`src/rtl/d_drain_arbiter_pkg.sv`:
```
`default_nettype none
// ============================================================================
// Module      : d_drain_arbiter_pkg
// Description : Shared widths and channel-select type for the D0/D1 drain
//               path. The full-logic demux uses the same channel type.
// Revision    : 1.0 - initial release
// ============================================================================
package d_drain_arbiter_pkg;

    localparam int DATA_WIDTH  = 6;
    localparam int COUNT_WIDTH = 5;

    // Channel select. The demux upstream and this arbiter agree on the encoding.
    typedef enum logic {
        CH_D0 = 1'b0,
        CH_D1 = 1'b1
    } ch_sel_t;

endpackage
`default_nettype wire

```
`src/rtl/d_drain_arbiter_rr_arbiter_2.sv`:
```
`default_nettype none
// ============================================================================
// Module      : rr_arbiter_2
// Description : Two-way round-robin pop arbiter. Pops are combinational from
//               the empty flags, the sink back-pressure and the registered
//               last grant. Only one FIFO is popped per cycle.
// Revision    : 1.0 - initial release
// ============================================================================
module rr_arbiter_2
    import d_drain_arbiter_pkg::*;
(
    input  logic    clk,
    input  logic    reset,
    input  logic    i_empty_d0,
    input  logic    i_empty_d1,
    input  logic    i_sink_almost_full,
    output logic    o_pop_d0,
    output logic    o_pop_d1,
    output ch_sel_t o_grant_ch
);

    ch_sel_t r_last_grant;
    logic    w_can_d0;
    logic    w_can_d1;
    logic    w_pick_d0;
    logic    w_pick_d1;

    // A channel is eligible when it holds data and the sink has slack; D0 wins
    // ties unless it was the last channel served. Pops are held low in reset.
    always_comb begin
        w_can_d0   = reset & ~i_sink_almost_full & ~i_empty_d0;
        w_can_d1   = reset & ~i_sink_almost_full & ~i_empty_d1;
        w_pick_d0  = w_can_d0 & (~w_can_d1 | (r_last_grant == CH_D1));
        w_pick_d1  = w_can_d1 & ~w_pick_d0;
        o_pop_d0   = w_pick_d0;
        o_pop_d1   = w_pick_d1;
        o_grant_ch = w_pick_d1 ? CH_D1 : CH_D0;
    end

    // Remember the channel served; unchanged on cycles without a pop.
    always_ff @(posedge clk or negedge reset) begin
        if (!reset) begin
            r_last_grant <= CH_D1;
        end else if (w_pick_d0 || w_pick_d1) begin
            r_last_grant <= o_grant_ch;
        end
    end

endmodule
`default_nettype wire

```
`src/rtl/d_drain_arbiter.sv`:
```
`default_nettype none
// ============================================================================
// Module      : d_drain_arbiter
// Description : Drains the D0/D1 destination FIFOs round-robin toward the
//               sink, one word per cycle, two cycles from pop to valid_out.
//               Keeps a wrapping per-channel word count readable while idle.
// Revision    : 1.0 - initial release
// ============================================================================
module d_drain_arbiter #(
    parameter int DATA_WIDTH  = d_drain_arbiter_pkg::DATA_WIDTH,
    parameter int COUNT_WIDTH = d_drain_arbiter_pkg::COUNT_WIDTH
) (
    input  logic                   clk,
    input  logic                   reset,
    input  logic                   empty_fifo_D0,
    input  logic                   empty_fifo_D1,
    input  logic [DATA_WIDTH-1:0]  data_out_D0,
    input  logic [DATA_WIDTH-1:0]  data_out_D1,
    input  logic                   sink_almost_full,
    input  logic                   idle_in,
    input  logic                   req,
    input  logic                   idx,
    output logic                   D0_pop,
    output logic                   D1_pop,
    output logic [DATA_WIDTH-1:0]  data_out,
    output logic                   valid_out,
    output logic [COUNT_WIDTH-1:0] contador_out,
    output logic                   valid_contador
);

    import d_drain_arbiter_pkg::*;

    localparam logic [COUNT_WIDTH-1:0] c_count_one = COUNT_WIDTH'(1);

    logic                   w_pop_d0;
    logic                   w_pop_d1;
    ch_sel_t                w_grant_ch;

    ch_sel_t                r_sel;
    logic                   r_pend;
    ch_sel_t                r_src;
    logic [DATA_WIDTH-1:0]  r_data;
    logic                   r_valid;
    logic [COUNT_WIDTH-1:0] r_count_d0;
    logic [COUNT_WIDTH-1:0] r_count_d1;
    logic [COUNT_WIDTH-1:0] r_contador;
    logic                   r_valid_contador;

    rr_arbiter_2 u_rr_arbiter_2 (
        .clk                (clk),
        .reset              (reset),
        .i_empty_d0         (empty_fifo_D0),
        .i_empty_d1         (empty_fifo_D1),
        .i_sink_almost_full (sink_almost_full),
        .o_pop_d0           (w_pop_d0),
        .o_pop_d1           (w_pop_d1),
        .o_grant_ch         (w_grant_ch)
    );

    assign D0_pop         = w_pop_d0;
    assign D1_pop         = w_pop_d1;
    assign data_out       = r_data;
    assign valid_out      = r_valid;
    assign contador_out   = r_contador;
    assign valid_contador = r_valid_contador;

    // Stage 1: note which FIFO was popped; its data shows up next cycle.
    always_ff @(posedge clk or negedge reset) begin
        if (!reset) begin
            r_pend <= 1'b0;
            r_sel  <= CH_D0;
        end else begin
            r_pend <= w_pop_d0 | w_pop_d1;
            r_sel  <= w_grant_ch;
        end
    end

    // Stage 2: capture the FIFO read data of the pending pop into the output.
    always_ff @(posedge clk or negedge reset) begin
        if (!reset) begin
            r_valid <= 1'b0;
            r_data  <= '0;
            r_src   <= CH_D0;
        end else begin
            r_valid <= r_pend;
            if (r_pend) begin
                r_data <= (r_sel == CH_D1) ? data_out_D1 : data_out_D0;
                r_src  <= r_sel;
            end
        end
    end

    // Count each emitted word against its source channel; wraps naturally.
    always_ff @(posedge clk or negedge reset) begin
        if (!reset) begin
            r_count_d0 <= '0;
            r_count_d1 <= '0;
        end else if (r_valid) begin
            if (r_src == CH_D1) begin
                r_count_d1 <= r_count_d1 + c_count_one;
            end else begin
                r_count_d0 <= r_count_d0 + c_count_one;
            end
        end
    end

    // Counter read-back, only while the link is idle; returns the value
    // before any increment happening in the same cycle.
    always_ff @(posedge clk or negedge reset) begin
        if (!reset) begin
            r_contador       <= '0;
            r_valid_contador <= 1'b0;
        end else begin
            r_valid_contador <= req & idle_in;
            if (req && idle_in) begin
                r_contador <= idx ? r_count_d1 : r_count_d0;
            end
        end
    end

endmodule
`default_nettype wire

```
`config.mk`:
```
export PLATFORM = sky130hd
export DESIGN_NAME = d_drain_arbiter
export DESIGN_NICKNAME = d
export VERILOG_FILES = /design/src/rtl/d_drain_arbiter_pkg.sv /design/src/rtl/d_drain_arbiter_rr_arbiter_2.sv /design/src/rtl/d_drain_arbiter.sv
export SDC_FILE = /design/constraint.sdc
export NUM_CORES = 1
export LEC_CHECK = 0
export CORE_UTILIZATION = 34
export DETAILED_ROUTE_END_ITERATION = 10
export GPL_TIMING_DRIVEN = 0
export SLEW_MARGIN = 40
export SYNTH_ARGS = -nofsm -noshare
export SYNTH_HDL_FRONTEND = slang
export SYNTH_SLANG_ARGS = --single-unit
```
`constraint.sdc`:
```
create_clock -name clk -period 1.7 [get_ports clk]
set_input_delay 0.17 -clock clk [delete_from_list [all_inputs] [get_ports clk]]
set_output_delay 0.17 -clock clk [all_outputs]
set_load 0.05 [all_outputs]
```
# --- After elaboration in Yosys (flattened, before gate mapping) ---
# Cells that the tools add are included.
word_totals:
  regBits: 27
  in_bits: 20
  output_inout_bits: 15
  wordCells: 33
classes:
  addsub: 2
  mux: 3
  bitwise: 14
  n_reduce_logical: 4
op_table:
  columns: ["cell", "n"]
  rows:
  - ["$add 5x1->5 const B", 2]
  - ["$and 1x1->1", 6]
  - ["$mux 6", 1]
  - ["$not 1->1", 6]
  - ["$mux 5", 1]
  - ["$reduce_and 2->1", 2]
  - ["$or 1x1->1", 2]
  - ["$logic_and 1x1->1", 1]
  - ["$logic_or 1x1->1", 1]
  - ["$mux 1", 1]

# --- Depth between registers and ports, before layout ---
depth:
  depth_word: 9
  mapped_depth: 4
  mapped_depth_nobuf: 3

# --- Cells and area by module ---
# A second synthesis with hierarchy kept.
unflattened:
  hier_cells: 95
  area_unflattened_um2: 1149.9
modules_own_cells:
  columns: ["module", "n_inst", "cells_each", "area_each_um2", "seq_area_each_um2"]
  rows:
  - ["d_drain_arbiter", 1, 87, 1073.5, 650.6]
  - ["rr_arbiter_2", 1, 8, 76.3, 26.3]

# --- Worst setup path after synthesis ---
# No wires, ideal clock.
synth_path:
  path_type: "reg2reg"
  start: "register u_rr_arbiter_2.r_last_grant"
  end: "register r_sel"
  setup_time_ps: 245
  t_arrival_ps: 1566
  t_required_ps: 1455
  path_slack_ps: -111
  path_stages_with_launch: 3
  n_path_buf: 0
  synth_period_minus_slack_ps: 1811
  cell_sequence: "dfstp_2 nor2b_1 nor3_1"
synth_between:
  elab_chain_len: 5
synth_rtl:
  columns: ["item", "line", "rtl"]
  rows:
  - ["from (decl)", "d_drain_arbiter_rr_arbiter_2.sv:22", "ch_sel_t r_last_grant;"]
  - ["from (signal assigned)", "d_drain_arbiter_rr_arbiter_2.sv:45", "r_last_grant <= o_grant_ch;"]
  - ["$or 1x1->1", "d_drain_arbiter_rr_arbiter_2.sv:33", "w_pick_d0 = w_can_d0 & (~w_can_d1 | (r_last_grant == CH_D1));"]
  - ["$and 1x1->1", "d_drain_arbiter_rr_arbiter_2.sv:33", null]
  - ["$not 1->1", "d_drain_arbiter_rr_arbiter_2.sv:34", "w_pick_d1 = w_can_d1 & ~w_pick_d0;"]
  - ["$and 1x1->1", "d_drain_arbiter_rr_arbiter_2.sv:34", null]
  - ["via D1_pop", "d_drain_arbiter.sv:24", "output logic D1_pop,"]
  - ["$mux 1", "d_drain_arbiter_rr_arbiter_2.sv:37", "o_grant_ch = w_pick_d1 ? CH_D1 : CH_D0;"]
  - ["to (signal assigned)", "d_drain_arbiter.sv:74", "r_sel <= w_grant_ch;"]
  - ["to (decl)", "d_drain_arbiter.sv:39", "ch_sel_t r_sel;"]
# The timed path passes the listed nets, and every way through them passes these cells.
# A chain may end at the register's enable or synchronous reset.

# --- Worst setup path after layout ---
layout_path:
  start: "register u_rr_arbiter_2.r_last_grant"
  end: "output D1_pop"
layout_between:
  elab_chain_len: 4
layout_rtl:
  columns: ["item", "line"]
  rows:
  - ["$or 1x1->1", "d_drain_arbiter_rr_arbiter_2.sv:33"]
  - ["$and 1x1->1", "d_drain_arbiter_rr_arbiter_2.sv:33"]
  - ["$not 1->1", "d_drain_arbiter_rr_arbiter_2.sv:34"]
  - ["$and 1x1->1", "d_drain_arbiter_rr_arbiter_2.sv:34"]
  - ["to (decl)", "d_drain_arbiter.sv:24"]
# No other way between the ends.

==> flow_metrics.env <==
export IMPL_run_status="completed"
export IMPL_clockRootBuffer="clkbuf_4"
export IMPL_die_area_sq_um=3599
export IMPL_critical_path_arrival_ns=1.40
export IMPL_1st_pass_router_iterations=2
export IMPL_max_clock_path_buffers=2
export IMPL_tritoncts="yes"
export IMPL_placed_area_sq_um=1534
export IMPL_dp_hpwl_um=1505
export IMPL_grt_util_all_layers=0.1489
export IMPL_dpl_cells=173
export IMPL_unrepaired_setup_endpoints_after_global_routing="false"
export IMPL_p_int_w=0.001139
export IMPL_layout_worst_path_cycle_share=0.9263
export IMPL_hold_worst_slack_ns=0.2086
export IMPL_power_per_cell_area_nw_per_um2=1123
export IMPL_avgRoutedWirePerCell_um=12.49
export IMPL_path_max_fanout=3
export IMPL_synthesis_area_per_instance_sq_um=11.91
export IMPL_overall_via_count_from_detail_route=824
export IMPL_endpoint_kind="primary output"
export IMPL_n_antenna_cell=0
export IMPL_insertion_delay_ns=0.32
export IMPL_dp_slack_ns=-0.4890
export IMPL_layoutNonFillerInstCount=179
export IMPL_initial_utilization=0.3656
export IMPL_max_cap_violations=0
export IMPL_final_wl_um=2236
export IMPL_path_class_of_the_lowest_slack_min_delay_path="primary input to register"
export IMPL_setup_worst_path_start_class="register"
export IMPL_synthCells=96
export IMPL_maximum_operating_frequency_mhz=635.0
export IMPL_dieWidth_um=60.00
export IMPL_path_cells="nor2b_1, nor3_2, clkbuf_2"
export IMPL_vias_in_the_first_global_route=833
export IMPL_ctsHtreeMaxLevel=1
export IMPL_num_nets_final=158
export IMPL_route_detailed_drc=0
export IMPL_timing_final_crit_period_ns=1.575
export IMPL_synth_area_sq_um=1144
export IMPL_portBuffers=33
export IMPL_setup_viol_count_final=0
export IMPL_power_share_switching=0.3664
export IMPL_post_route_cells_drive_above_1_share=0.1407
export IMPL_yosysSeqAreaShare=0.5919
export IMPL_switching_power_w=0.0006584
export IMPL_power_frac_comb=0.339
export IMPL_stdcell_area_sq_um=1600
export IMPL_netlist_cell_type_count=20
export IMPL_layout_setup_ws_ns=0.1252
export IMPL_finalHoldViolations=0
export IMPL_final_clock_skew_ns=0.005103
export IMPL_grt_max_degree=27
export IMPL_grt_first_pass_wirelength_um=3877
export IMPL_crit_path_top_delay_cell="dfstp_2"
export IMPL_vdd_ir_drop_max_mv=0.4312
export IMPL_tritoncts_num_sinks=27
export IMPL_yosys_register_bits=27
export IMPL_slew_limit_headroom=0.6575
export IMPL_p_total_w=0.001797
export IMPL_max_slew_violation_total_from_the_final_report=0
export IMPL_grt_overflow_total=0
export IMPL_coreArea_sq_um=3128
export IMPL_clock_power_share=0.153
export IMPL_detailedRoute_firstIterationViolations=23
export IMPL_avgViaCountPerCell=4.603
export IMPL_seq_power_share=0.508
export IMPL_layout_commonest_cell="dfrtp_1"
export IMPL_power_leakage_nw=0.7679
export IMPL_clkTransAtPathRegs_ns=0.14
export IMPL_timing_setup_critical_path_class="register to primary output"
export IMPL_die_height_um=60.00
export IMPL_place_congestion=0.7042
export IMPL_tightestPinTransition_ns=0.5129
export IMPL_cts_made_buffers=3
export IMPL_syn2layout_area_growth_pct=39.93
export IMPL_num_rows=20
export IMPL_io_pins=35
export IMPL_ys_warn_count=0
export IMPL_synth_net_count=118
export IMPL_cp_data_required_time_ns=1.53
export IMPL_drt_antenna_violating_nets=0
export IMPL_cpPeakStageDelay_ns=0.58
export IMPL_grt_antenna_before_repair=0
export IMPL_commonest_cells_after_routing_fill_and_taps_aside="dfrtp_1, clkdlybuf4s50_1, nor2_1, a21oi_1, mux2i_1"
## state kept, by name, indices dropped and copies added, names as in the netlist
name,count
data_out,6
contador_out,5
r_count_d0,5
r_count_d1,5
r_pend,1
r_sel,1
r_src,1
u_rr_arbiter_2.r_last_grant,1
valid_contador,1
valid_out,1
## layer usage
layer,part of all wire,vias to the layer above,track usage,wire length (um)
li1,-,406,-,-
met1,0.44,389,0.1873,980
met2,0.50,29,0.2476,1107
met3,0.067,0,0.03896,149
met4,0,0,0.04983,0
met5,0,-,0,0
## cell usage after synthesis
master / instances / area, sq um
dfrtp_1: 26 / 650.6
nor2_1: 13 / 48.80
a21oi_1: 12 / 60.06
mux2i_1: 11 / 110.1
xnor2_1: 6 / 52.55
buf_2: 4 / 20.02
nand4_1: 4 / 25.02
nor2b_1: 3 / 18.77
ha_1: 2 / 25.02
mux2_2: 2 / 22.52
nand2_1: 2 / 7.510
nor3_1: 2 / 10.01
xor2_1: 2 / 17.52
a2bb2oi_1: 1 / 8.760
and2_1: 1 / 6.260
and2_2: 1 / 7.510
clkbuf_2: 1 / 5.000
dfstp_2: 1 / 26.28
mux2_4: 1 / 15.01
nand2b_1: 1 / 6.260
## cell families (layout without fill, tap and decap cells)
| group | count (synthesis) | after routing | synth area share |
|---|---|---|---|
| AO/OA/AOI/OAI | 13 | 13 | 0.06018 |
| XOR/XNOR | 8 | 8 | 0.06127 |
| adder cells (fa/ha/maj) | 2 | 2 | 0.02188 |
| buffers and inverters | 5 | 44 | 0.02188 |
| flip-flops | 27 | 27 | 0.5919 |
| multiplexers | 14 | 14 | 0.1291 |
| AND/OR/NAND/NOR | 27 | 27 | 0.1138 |
## repair_timing
action | CTS | global route
gates resized for setup | 9 | 13
hold buffers | 2 | 0
setup buffers | 0 | 0
endpoints found under the hold margin | 26 | 0
pin swaps | 0 | 0
setup endpoints to repair | 6 | 11
## critical path, delay by kind of cell, from the launching register on
kind / cells / cell delay [ns]
DFF: 1 / 0.58
and+or+nand+nor: 2 / 0.28
buffers and inverters: 1 / 0.23
## metrics by stage
step	utilization	setup TNS [ns]
after floorplan	-	0
after global placement	0.4920	-4.200
after detailed placement	0.4904	-0.9081
after CTS	0.5076	-0.05501
after global routing	0.5116	0
final	0.5116	0
## power groups by stage
| stage | Clock, W | Sequential, W | Combinational [W] |
|---|---|---|---|
| 3_5_place_dp | 0 | 0.000927 | 0.000616 |
| 3_3_place_gp | 0 | 0.000924 | 0.000605 |
| 4_1_cts | 0.000292 | 0.000914 | 0.000622 |
| 2_1_floorplan | 0 | 0.00109 | 0.000225 |
| 6_report | 0.000276 | 0.000912 | 0.000609 |
| 5_1_grt | 0.000324 | 0.000938 | 0.000667 |
## path summary, 6_finish.rpt
| kind | startpoint | end | slack, ns | cells after the start |
|---|---|---|---|---|
| setup reg to reg | r_src$_DFFE_PN0P_ | r_count_d0[1]$_DFFE_PN0P_ | 0.49 | 2 |
| hold / removal | reset | u_rr_arbiter_2.r_last_grant$_DFFE_PN1P_ | 0.21 | 3 |
| hold reg to reg | r_pend$_DFF_PN0_ | valid_out$_DFF_PN0_ | 0.48 | 0 |
| max in group asynchronous | reset | data_out[5]$_DFFE_PN0P_ | 1.05 | 3 |
| min in group asynchronous | reset | u_rr_arbiter_2.r_last_grant$_DFFE_PN1P_ | 0.48 | 2 |
| setup / recovery | u_rr_arbiter_2.r_last_grant$_DFFE_PN1P_ | D1_pop | 0.13 | 3 |
## cell type report
class / instances / area [sq um]
buffer: 5 / 25.02
clock buffer: 4 / 26.28
fill: 288 / 1528
multi-input combinational: 64 / 451.7
sequential: 27 / 676.9
tap: 44 / 55.05
timing repair buffer: 35 / 365.4
(Power assumes the default switching activity.)
